$ cat src/rtl/rule_writer_pkg.sv
// Shared types and constants for the rule writer: FSM encodings,
// write-strobe patterns and the AXI OKAY response code.
package rule_writer_pkg;

    typedef enum logic [1:0] {
        S_IDLE  = 2'd0,
        S_WRITE = 2'd1,
        S_RESP  = 2'd2
`ifdef RULE_WRITER_ERRCHK_EN
        ,
        S_ERR   = 2'd3
`endif
    } state_t;

    localparam logic [3:0] WSTRB_FULL = 4'b1111;
    localparam logic [3:0] WSTRB_HALF = 4'b0011;
    localparam logic [1:0] BRESP_OKAY = 2'b00;
    localparam int         RULE_W     = 16;

endpackage

$ cat src/rtl/rule_writer_fifo.sv
// rule_fifo: synchronous first-word-fall-through rule buffer.
// Ports: ACLK/ARESETN, clr (drop contents), wr_en/wr_data, rd_en/rd_data, full, empty.
module rule_fifo
    import rule_writer_pkg::*;
#(
    parameter int DEPTH = 16
) (
    input  logic              ACLK,
    input  logic              ARESETN,
    input  logic              clr,
    input  logic              wr_en,
    input  logic [RULE_W-1:0] wr_data,
    input  logic              rd_en,
    output logic [RULE_W-1:0] rd_data,
    output logic              full,
    output logic              empty
);

    localparam int AW = $clog2(DEPTH);

    logic [RULE_W-1:0] mem [DEPTH];
    logic [AW:0]       wr_ptr;
    logic [AW:0]       rd_ptr;
    logic              do_wr;
    logic              do_rd;

    // Extra pointer bit tells full from empty when the indices match.
    assign empty   = (wr_ptr == rd_ptr);
    assign full    = (wr_ptr[AW] != rd_ptr[AW]) &&
                     (wr_ptr[AW-1:0] == rd_ptr[AW-1:0]);
    assign rd_data = mem[rd_ptr[AW-1:0]];
    assign do_wr   = wr_en && !full;
    assign do_rd   = rd_en && !empty;

    always_ff @(posedge ACLK or negedge ARESETN) begin
        if (!ARESETN) begin
            wr_ptr <= '0;
            rd_ptr <= '0;
        end else if (clr) begin
            wr_ptr <= '0;
            rd_ptr <= '0;
        end else begin
            if (do_wr) wr_ptr <= wr_ptr + (AW+1)'(1);
            if (do_rd) rd_ptr <= rd_ptr + (AW+1)'(1);
        end
    end

    always_ff @(posedge ACLK) begin
        if (do_wr && !clr) mem[wr_ptr[AW-1:0]] <= wr_data;
    end

endmodule

$ cat src/rtl/rule_writer.sv
// rule_writer: packs 16-bit parser rules into 32-bit single-beat AXI writes.
// Ports: ACLK/ARESETN, START/BASE_ADDR/FLUSH control, I_VALID/I_RULE/I_READY
// rule input, O_IDLE/O_COUNT/O_ERR status, AXI AW/W/B master channels.
// Option: RULE_WRITER_ERRCHK_EN traps on non-OKAY BRESP (S_ERR until START).
module rule_writer
    import rule_writer_pkg::*;
#(
    parameter int C_M_AXI_ADDR_WIDTH = 32,
    parameter int C_M_AXI_DATA_WIDTH = 32,
    parameter int RULE_FIFO_DEPTH    = 16
) (
    input  logic                            ACLK,
    input  logic                            ARESETN,
    input  logic                            START,
    input  logic [C_M_AXI_ADDR_WIDTH-1:0]   BASE_ADDR,
    input  logic                            FLUSH,
    input  logic                            I_VALID,
    input  logic [RULE_W-1:0]               I_RULE,
    output logic                            I_READY,
    output logic                            O_IDLE,
    output logic [31:0]                     O_COUNT,
    output logic                            O_ERR,
    output logic [C_M_AXI_ADDR_WIDTH-1:0]   M_AXI_AWADDR,
    output logic                            M_AXI_AWVALID,
    input  logic                            M_AXI_AWREADY,
    output logic [C_M_AXI_DATA_WIDTH-1:0]   M_AXI_WDATA,
    output logic [C_M_AXI_DATA_WIDTH/8-1:0] M_AXI_WSTRB,
    output logic                            M_AXI_WLAST,
    output logic                            M_AXI_WVALID,
    input  logic                            M_AXI_WREADY,
    input  logic [1:0]                      M_AXI_BRESP,
    input  logic                            M_AXI_BVALID,
    output logic                            M_AXI_BREADY
);

    state_t state, state_nxt;

    logic [RULE_W-1:0]               fifo_q;
    logic                            fifo_full;
    logic                            fifo_empty;
    logic                            fifo_rd;
    logic                            fifo_clr;
    logic                            push;

    logic                            half_vld;
    logic [RULE_W-1:0]               half_q;
    logic                            flush_req;

    logic [C_M_AXI_ADDR_WIDTH-1:0]   addr_q;
    logic [31:0]                     cnt_q;
    logic                            aw_pend;
    logic                            w_pend;
    logic [C_M_AXI_DATA_WIDTH-1:0]   wdata_q;
    logic [C_M_AXI_DATA_WIDTH/8-1:0] wstrb_q;

    logic err_st;
    logic idle_int;
    logic acc_en;
    logic start_ok;
    logic pop_half;
    logic form_full;
    logic form_part;
    logic form;
    logic aw_ok;
    logic w_ok;
    logic b_hs;
    logic b_ok;

`ifdef RULE_WRITER_ERRCHK_EN
    logic b_bad;
    logic err_q;
    assign err_st = (state == S_ERR);
    assign b_bad  = (M_AXI_BRESP != BRESP_OKAY);
    assign b_ok   = b_hs && !b_bad;
    assign O_ERR  = err_q;
`else
    logic unused_bresp;
    assign unused_bresp = ^M_AXI_BRESP;
    assign err_st = 1'b0;
    assign b_ok   = b_hs;
    assign O_ERR  = 1'b0;
`endif

    assign idle_int = (state == S_IDLE) && fifo_empty && !half_vld;
    assign acc_en   = !fifo_full && !err_st;
    assign push     = I_VALID && acc_en;
    // Reset gating keeps both status outputs low while ARESETN is held.
    assign I_READY  = ARESETN && acc_en;
    assign O_IDLE   = ARESETN && idle_int;
    assign start_ok = START && (idle_int || err_st);
    assign fifo_clr = START && err_st;

    // The half register refills whenever empty; a word is only built in S_IDLE.
    assign pop_half  = !half_vld && !fifo_empty && !err_st;
    assign form_full = (state == S_IDLE) && half_vld && !fifo_empty;
    assign form_part = (state == S_IDLE) && half_vld && fifo_empty && flush_req;
    assign form      = form_full || form_part;
    assign fifo_rd   = pop_half || form_full;

    assign aw_ok = !aw_pend || M_AXI_AWREADY;
    assign w_ok  = !w_pend || M_AXI_WREADY;
    assign b_hs  = (state == S_RESP) && M_AXI_BVALID;

    rule_fifo #(
        .DEPTH   (RULE_FIFO_DEPTH)
    ) u_fifo (
        .ACLK    (ACLK),
        .ARESETN (ARESETN),
        .clr     (fifo_clr),
        .wr_en   (push),
        .wr_data (I_RULE),
        .rd_en   (fifo_rd),
        .rd_data (fifo_q),
        .full    (fifo_full),
        .empty   (fifo_empty)
    );

    always_ff @(posedge ACLK or negedge ARESETN) begin
        if (!ARESETN) state <= S_IDLE;
        else          state <= state_nxt;
    end

    always_comb begin
        state_nxt = state;
        case (state)
            S_IDLE:  if (form) state_nxt = S_WRITE;
            S_WRITE: if (aw_ok && w_ok) state_nxt = S_RESP;
`ifdef RULE_WRITER_ERRCHK_EN
            S_RESP:  if (M_AXI_BVALID) state_nxt = b_bad ? S_ERR : S_IDLE;
            S_ERR:   if (START) state_nxt = S_IDLE;
`else
            S_RESP:  if (M_AXI_BVALID) state_nxt = S_IDLE;
`endif
            default: state_nxt = S_IDLE;
        endcase
    end

    always_comb begin
        M_AXI_BREADY  = 1'b0;
        M_AXI_AWVALID = aw_pend;
        M_AXI_WVALID  = w_pend;
        M_AXI_WLAST   = w_pend;
        if (state == S_RESP) M_AXI_BREADY = 1'b1;
    end

    assign M_AXI_AWADDR = addr_q;
    assign M_AXI_WDATA  = wdata_q;
    assign M_AXI_WSTRB  = wstrb_q;
    assign O_COUNT      = cnt_q;

    always_ff @(posedge ACLK or negedge ARESETN) begin
        if (!ARESETN) begin
            half_vld  <= 1'b0;
            half_q    <= '0;
            flush_req <= 1'b0;
            aw_pend   <= 1'b0;
            w_pend    <= 1'b0;
            wdata_q   <= '0;
            wstrb_q   <= '0;
            addr_q    <= '0;
            cnt_q     <= '0;
        end else begin
            if (fifo_clr) begin
                half_vld  <= 1'b0;
                flush_req <= 1'b0;
            end else begin
                if (pop_half) begin
                    half_vld <= 1'b1;
                    half_q   <= fifo_q;
                end else if (form) begin
                    half_vld <= 1'b0;
                end
                // Nothing left to pad means a flush has nothing to do.
                if (form_part || (!half_vld && fifo_empty))
                    flush_req <= 1'b0;
                else if (FLUSH)
                    flush_req <= 1'b1;
            end

            if (form) begin
                aw_pend <= 1'b1;
                w_pend  <= 1'b1;
                wdata_q <= form_full ? {fifo_q, half_q} : {16'h0, half_q};
                wstrb_q <= form_full ? WSTRB_FULL : WSTRB_HALF;
            end else begin
                if (aw_pend && M_AXI_AWREADY) aw_pend <= 1'b0;
                if (w_pend && M_AXI_WREADY)   w_pend  <= 1'b0;
            end

            if (start_ok) begin
                addr_q <= BASE_ADDR;
                cnt_q  <= '0;
            end else if (b_ok) begin
                addr_q <= addr_q + C_M_AXI_ADDR_WIDTH'(4);
                cnt_q  <= cnt_q + 32'd1;
            end
        end
    end

`ifdef RULE_WRITER_ERRCHK_EN
    always_ff @(posedge ACLK or negedge ARESETN) begin
        if (!ARESETN)             err_q <= 1'b0;
        else if (start_ok)        err_q <= 1'b0;
        else if (b_hs && b_bad)   err_q <= 1'b1;
    end
`endif

endmodule
$ cat config.mk
export PLATFORM = sky130hd
export DESIGN_NAME = rule_writer
export DESIGN_NICKNAME = d
export VERILOG_FILES = /design/src/rtl/rule_writer_pkg.sv /design/src/rtl/rule_writer_fifo.sv /design/src/rtl/rule_writer.sv
export SDC_FILE = /design/constraint.sdc
export NUM_CORES = 1
export LEC_CHECK = 0
export ABC_AREA = 1
export ABC_CLOCK_PERIOD_IN_PS = 8000
export CAP_MARGIN = 20
export CORE_AREA = 3 3 170 172
export CTS_CLUSTER_DIAMETER = 60
export DETAILED_ROUTE_END_ITERATION = 16
export DIE_AREA = 0 0 173 175
export PLACE_DENSITY = 0.85
export RECOVER_POWER = 25
export SLEW_MARGIN = 20
export SYNTH_ARGS = -nofsm -noshare
export SYNTH_HDL_FRONTEND = slang
export SYNTH_SLANG_ARGS = --single-unit
$ cat constraint.sdc
create_clock -name ACLK -period 8 [get_ports ACLK]
set_input_delay 1.6 -clock ACLK [delete_from_list [all_inputs] [get_ports ACLK]]
set_output_delay 1.6 -clock ACLK [all_outputs]
set_load 0.02 [all_outputs]
==> impl_metrics.xml <==
<?xml version="1.0" encoding="UTF-8"?>
<metrics>
  <group name="timing">
    <metric name="drv_slew" unit="">0</metric>
    <metric name="totalNegativeSetupSlack" unit="ps">0</metric>
    <metric name="worst_slew_pin_slew" unit="ps">1060</metric>
    <metric name="timing.final.hold_violations" unit="">0</metric>
    <metric name="period_share" unit="%">65.6</metric>
    <metric name="grt_setup_unrepaired" unit="">false</metric>
    <metric name="slew-limit-headroom" unit="%">29.5</metric>
    <metric name="min_period" unit="ps">5250</metric>
    <metric name="finalSetupViolations" unit="">0</metric>
    <metric name="maxClockFrequency" unit="MHz">190</metric>
    <metric name="hold_slack" unit="ps">470</metric>
    <metric name="skew" unit="ps">14.8</metric>
  </group>
  <group name="worst_setup_path">
    <metric name="timing.critical_path.from_type" unit="">flip-flop</metric>
    <metric name="cp_max_fo" unit="">60</metric>
    <metric name="reg_to_reg_critical_path_startpoint" unit="">u_fifo.rd_ptr[0]</metric>
    <metric name="cp_data_required_time" unit="ps">6400</metric>
    <metric name="timing.critical_path.from" unit="">u_fifo.rd_ptr[0]</metric>
    <metric name="worst_setup_path_end_kind" unit="">output port</metric>
    <metric name="setup_crit_path_kind" unit="">flip-flop to output port</metric>
    <metric name="worst-endpoint-arrival" unit="ps">3650</metric>
  </group>
  <group name="cts">
    <metric name="cts_tree" unit="">built</metric>
    <metric name="cts.repair.resized" unit="">0</metric>
    <metric name="clk_pin_slew" unit="ps">60</metric>
    <metric name="hold_buffers" unit="">0</metric>
    <metric name="cts.root.buffer_cell" unit="">sky130_fd_sc_hd__clkbuf_16</metric>
    <metric name="h-tree-depth" unit="">2</metric>
    <metric name="total_clock_sinks" unit="">386</metric>
    <metric name="postCtsSetupBuffers" unit="">0</metric>
    <metric name="cts_buffer_depth" unit="">3</metric>
    <metric name="cts_made_buffers" unit="">39</metric>
    <metric name="clock_latency" unit="ps">530</metric>
  </group>
  <group name="final_layout">
    <metric name="drive_gt1_share" unit="%">6.59</metric>
    <metric name="final.fill_count" unit="">1859</metric>
    <metric name="num-nets-final" unit="">1932</metric>
    <metric name="final_core_util" unit="%">73.0</metric>
    <metric name="area.growth.synth_to_final" unit="%">18.4</metric>
    <metric name="fin_cells" unit="">2277</metric>
  </group>
  <group name="power">
    <metric name="p_total" unit="W">0.00737</metric>
    <metric name="power_density" unit="mW/mm2">366</metric>
    <metric name="worst_ir_drop_vdd" unit="uV">307</metric>
    <metric name="p_leak" unit="nW">8.07</metric>
  </group>
  <group name="synthesis">
    <metric name="synth.most_common_cell" unit="">sky130_fd_sc_hd__nand2_1</metric>
    <metric name="synthesis.instances" unit="">1718</metric>
    <metric name="netlist_top_cells_area" unit="">sky130_fd_sc_hd__edfxtp_1 45%, sky130_fd_sc_hd__dfrtp_1 19%, sky130_fd_sc_hd__nand2_1 9.9%, sky130_fd_sc_hd__nor2_1 5.8%, sky130_fd_sc_hd__o21ai_0 4.5%</metric>
    <metric name="yosys.area.top_type_share" unit="%">45.1</metric>
    <metric name="synth_enable_flop_cells" unit="">256</metric>
    <metric name="synth-async-reset-ratio" unit="%">33.7</metric>
    <metric name="syn_avg_cell_area" unit="um2">9.91</metric>
    <metric name="synthesis.nets" unit="">1783</metric>
    <metric name="synth-main-ff-cell" unit="">sky130_fd_sc_hd__edfxtp_1</metric>
    <metric name="ys_ff_latch" unit="">386</metric>
    <metric name="dominant_cell_type_by_area_after_synthesis" unit="">sky130_fd_sc_hd__edfxtp_1</metric>
    <metric name="yosys_warnings" unit="">0</metric>
    <metric name="syn_area" unit="mm2">0.0170</metric>
    <metric name="count_of_distinct_cell_types_in_the_synthesized_netlist" unit="">38</metric>
    <metric name="yosys-top-cells-count" unit="">447 x sky130_fd_sc_hd__nand2_1, 264 x sky130_fd_sc_hd__nor2_1, 256 x sky130_fd_sc_hd__edfxtp_1</metric>
    <metric name="synth-seq-area-share" unit="%">64.3</metric>
  </group>
  <group name="global_route">
    <metric name="grt_antenna_before_repair" unit="">3</metric>
    <metric name="grt_pass1_vias" unit="">12725</metric>
    <metric name="overall_fraction_of_global_route_tracks_in_use" unit="%">27.6</metric>
    <metric name="grt_max_degree" unit="">98</metric>
    <metric name="grt_pass1_wl" unit="um">66600</metric>
    <metric name="grt-ovfl-total" unit="">0</metric>
  </group>
  <group name="hold_path">
    <metric name="hold_path_class" unit="">flip-flop to flip-flop</metric>
    <metric name="hold_start" unit="">M_AXI_WDATA[3]</metric>
  </group>
  <group name="die">
    <metric name="die_x" unit="um">173</metric>
    <metric name="core.rowCount" unit="">61</metric>
    <metric name="die_area" unit="mm2">0.0303</metric>
    <metric name="fp.coreArea" unit="mm2">0.0276</metric>
    <metric name="initial_core_util" unit="%">61.6</metric>
    <metric name="ioPinCount" unit="">165</metric>
    <metric name="fp.dieH" unit="um">175</metric>
  </group>
  <group name="detailed_routing">
    <metric name="route.detailed.drc" unit="">0</metric>
    <metric name="detail_route.vias_per_cell" unit="">5.76</metric>
    <metric name="ant_nets" unit="">0</metric>
    <metric name="vias" unit="">13119</metric>
    <metric name="detail_route.iter0.violations" unit="">1373</metric>
    <metric name="dr.pass1.iters" unit="">6</metric>
    <metric name="finalWirelength" unit="um">42500</metric>
    <metric name="post_drt_wl_per_cell" unit="um">18.7</metric>
  </group>
  <group name="place">
    <metric name="detailedPlacementHpwl" unit="um">26100</metric>
    <metric name="count_of_input_and_output_buffers" unit="">161</metric>
    <metric name="globalplace.congestion" unit="">0.925</metric>
    <metric name="post-place-cells" unit="">2204</metric>
  </group>
  <group name="outcome">
    <metric name="outcome" unit="">completed</metric>
  </group>
  <group name="flow_run">
    <metric name="maxCapViolations" unit="">0</metric>
  </group>
</metrics>
[flip-flops by register name, indices dropped and copies added (netlist names), 2 cells and up]
signal / cells
u_fifo.rd_ptr: 5
half_q: 16
u_fifo.mem: 256
O_COUNT: 32
state: 2
u_fifo.wr_ptr: 5
M_AXI_WSTRB: 2
M_AXI_AWADDR: 32
M_AXI_WDATA: 32
[power breakdown]
part,internal (W),total [W],switching (W)
sequential,0.00254,0.00286,0.000325
clock,0.00101,0.00175,0.000743
combinational,0.000943,0.00276,0.00182
total,0.00449,0.00737,0.00288
[worst max-delay path: stages, from the launching register on]
cell,delay (ps)
sky130_fd_sc_hd__dfrtp_4,770
sky130_fd_sc_hd__clkinv_2,100
sky130_fd_sc_hd__buf_4,320
sky130_fd_sc_hd__nand2_1,120
sky130_fd_sc_hd__nand2_1,60
sky130_fd_sc_hd__nor2_2,160
sky130_fd_sc_hd__nand3_2,160
sky130_fd_sc_hd__nor2_2,590
sky130_fd_sc_hd__nand2_1,110
sky130_fd_sc_hd__nor2_1,110
sky130_fd_sc_hd__clkdlybuf4s50_1,610
[cell families after synthesis]
| group | count (synthesis) | synth area share [%] |
|---|---|---|
| buffers and inverters | 185 | 4.61 |
| DFF | 386 | 64.3 |
| xor gates and xnor gates | 31 | 1.59 |
| other | 1 | 0.0220 |
| AOI/OAI and AO/OA | 233 | 7.62 |
| and+or+nand+nor | 875 | 21.4 |
| adders and majority gates | 7 | 0.514 |
[final timing paths]
check | slack (ps) | cells after the start | endpoint
max | 2750 | 10 | O_IDLE
min | 470 | 2 | M_AXI_WDATA[3]
max reg2reg | 4410 | 11 | u_fifo.mem[13][13]
min reg2reg | 470 | 2 | M_AXI_WDATA[3]
min in group asynchronous | 1040 | 1 | M_AXI_WDATA[19]
max in group asynchronous | 5580 | 2 | u_fifo.rd_ptr[0]
[layer usage]
metal	GRT usage (%)	up-vias	share of wire (%)	wire, um
met3	5.63	117	9.3	3940
met5	0	-	0.031	13
met2	46.5	713	48	20600
met4	11.1	2	3.6	1520
li1	-	6076	-	-
met1	35.6	6211	39	16400
[metrics by stage]
step | area [um2] | setup WS (ps)
finish | 20200 | 2750
global route | 20200 | 2530
CTS | 20200 | 2760
detailed placement | 18900 | 3340
global placement | 18900 | 3410
floorplan | 17000 | 4490
[placed cells by master (no fill, tap or decap), types with 6 or more instances in the layout]
cell type / synthesis / final
sky130_fd_sc_hd__buf_4: 8 / 24
sky130_fd_sc_hd__clkbuf_1: 38 / 10
sky130_fd_sc_hd__clkbuf_16: 0 / 40
sky130_fd_sc_hd__clkdlybuf4s50_1: 0 / 148
sky130_fd_sc_hd__clkinv_1: 0 / 6
sky130_fd_sc_hd__clkinv_2: 0 / 8
sky130_fd_sc_hd__dfrtp_1: 130 / 128
sky130_fd_sc_hd__dlygate4sd3_1: 0 / 12
sky130_fd_sc_hd__edfxtp_1: 256 / 256
sky130_fd_sc_hd__ha_1: 7 / 7
sky130_fd_sc_hd__inv_1: 97 / 96
sky130_fd_sc_hd__inv_2: 10 / 10
sky130_fd_sc_hd__nand2_1: 447 / 447
sky130_fd_sc_hd__nand3_1: 79 / 79
sky130_fd_sc_hd__nand3b_1: 9 / 9
sky130_fd_sc_hd__nand4_1: 25 / 25
sky130_fd_sc_hd__nor2_1: 264 / 263
sky130_fd_sc_hd__nor2_2: 6 / 7
sky130_fd_sc_hd__nor3_1: 17 / 16
sky130_fd_sc_hd__o211ai_1: 33 / 33
sky130_fd_sc_hd__o21ai_0: 152 / 152
sky130_fd_sc_hd__o21ai_1: 9 / 9
sky130_fd_sc_hd__o22ai_1: 33 / 33
sky130_fd_sc_hd__or2_2: 9 / 9
sky130_fd_sc_hd__xnor2_1: 7 / 7
sky130_fd_sc_hd__xor2_1: 24 / 24
[layout make-up]
type                       count  area, um2  share of cell area, %
sequential                   386      10900                   54.3
multi-input combinational   1147       5310                   26.3
timing repair buffer         185       1790                   8.89
clock buffer                  52       1070                   5.29
tap                          378        473                   2.35
inverter                     108        409                   2.03
clock inverter                20        166                  0.825
antenna                        1       2.50                 0.0124
Power figures use the tool's default switching activity.
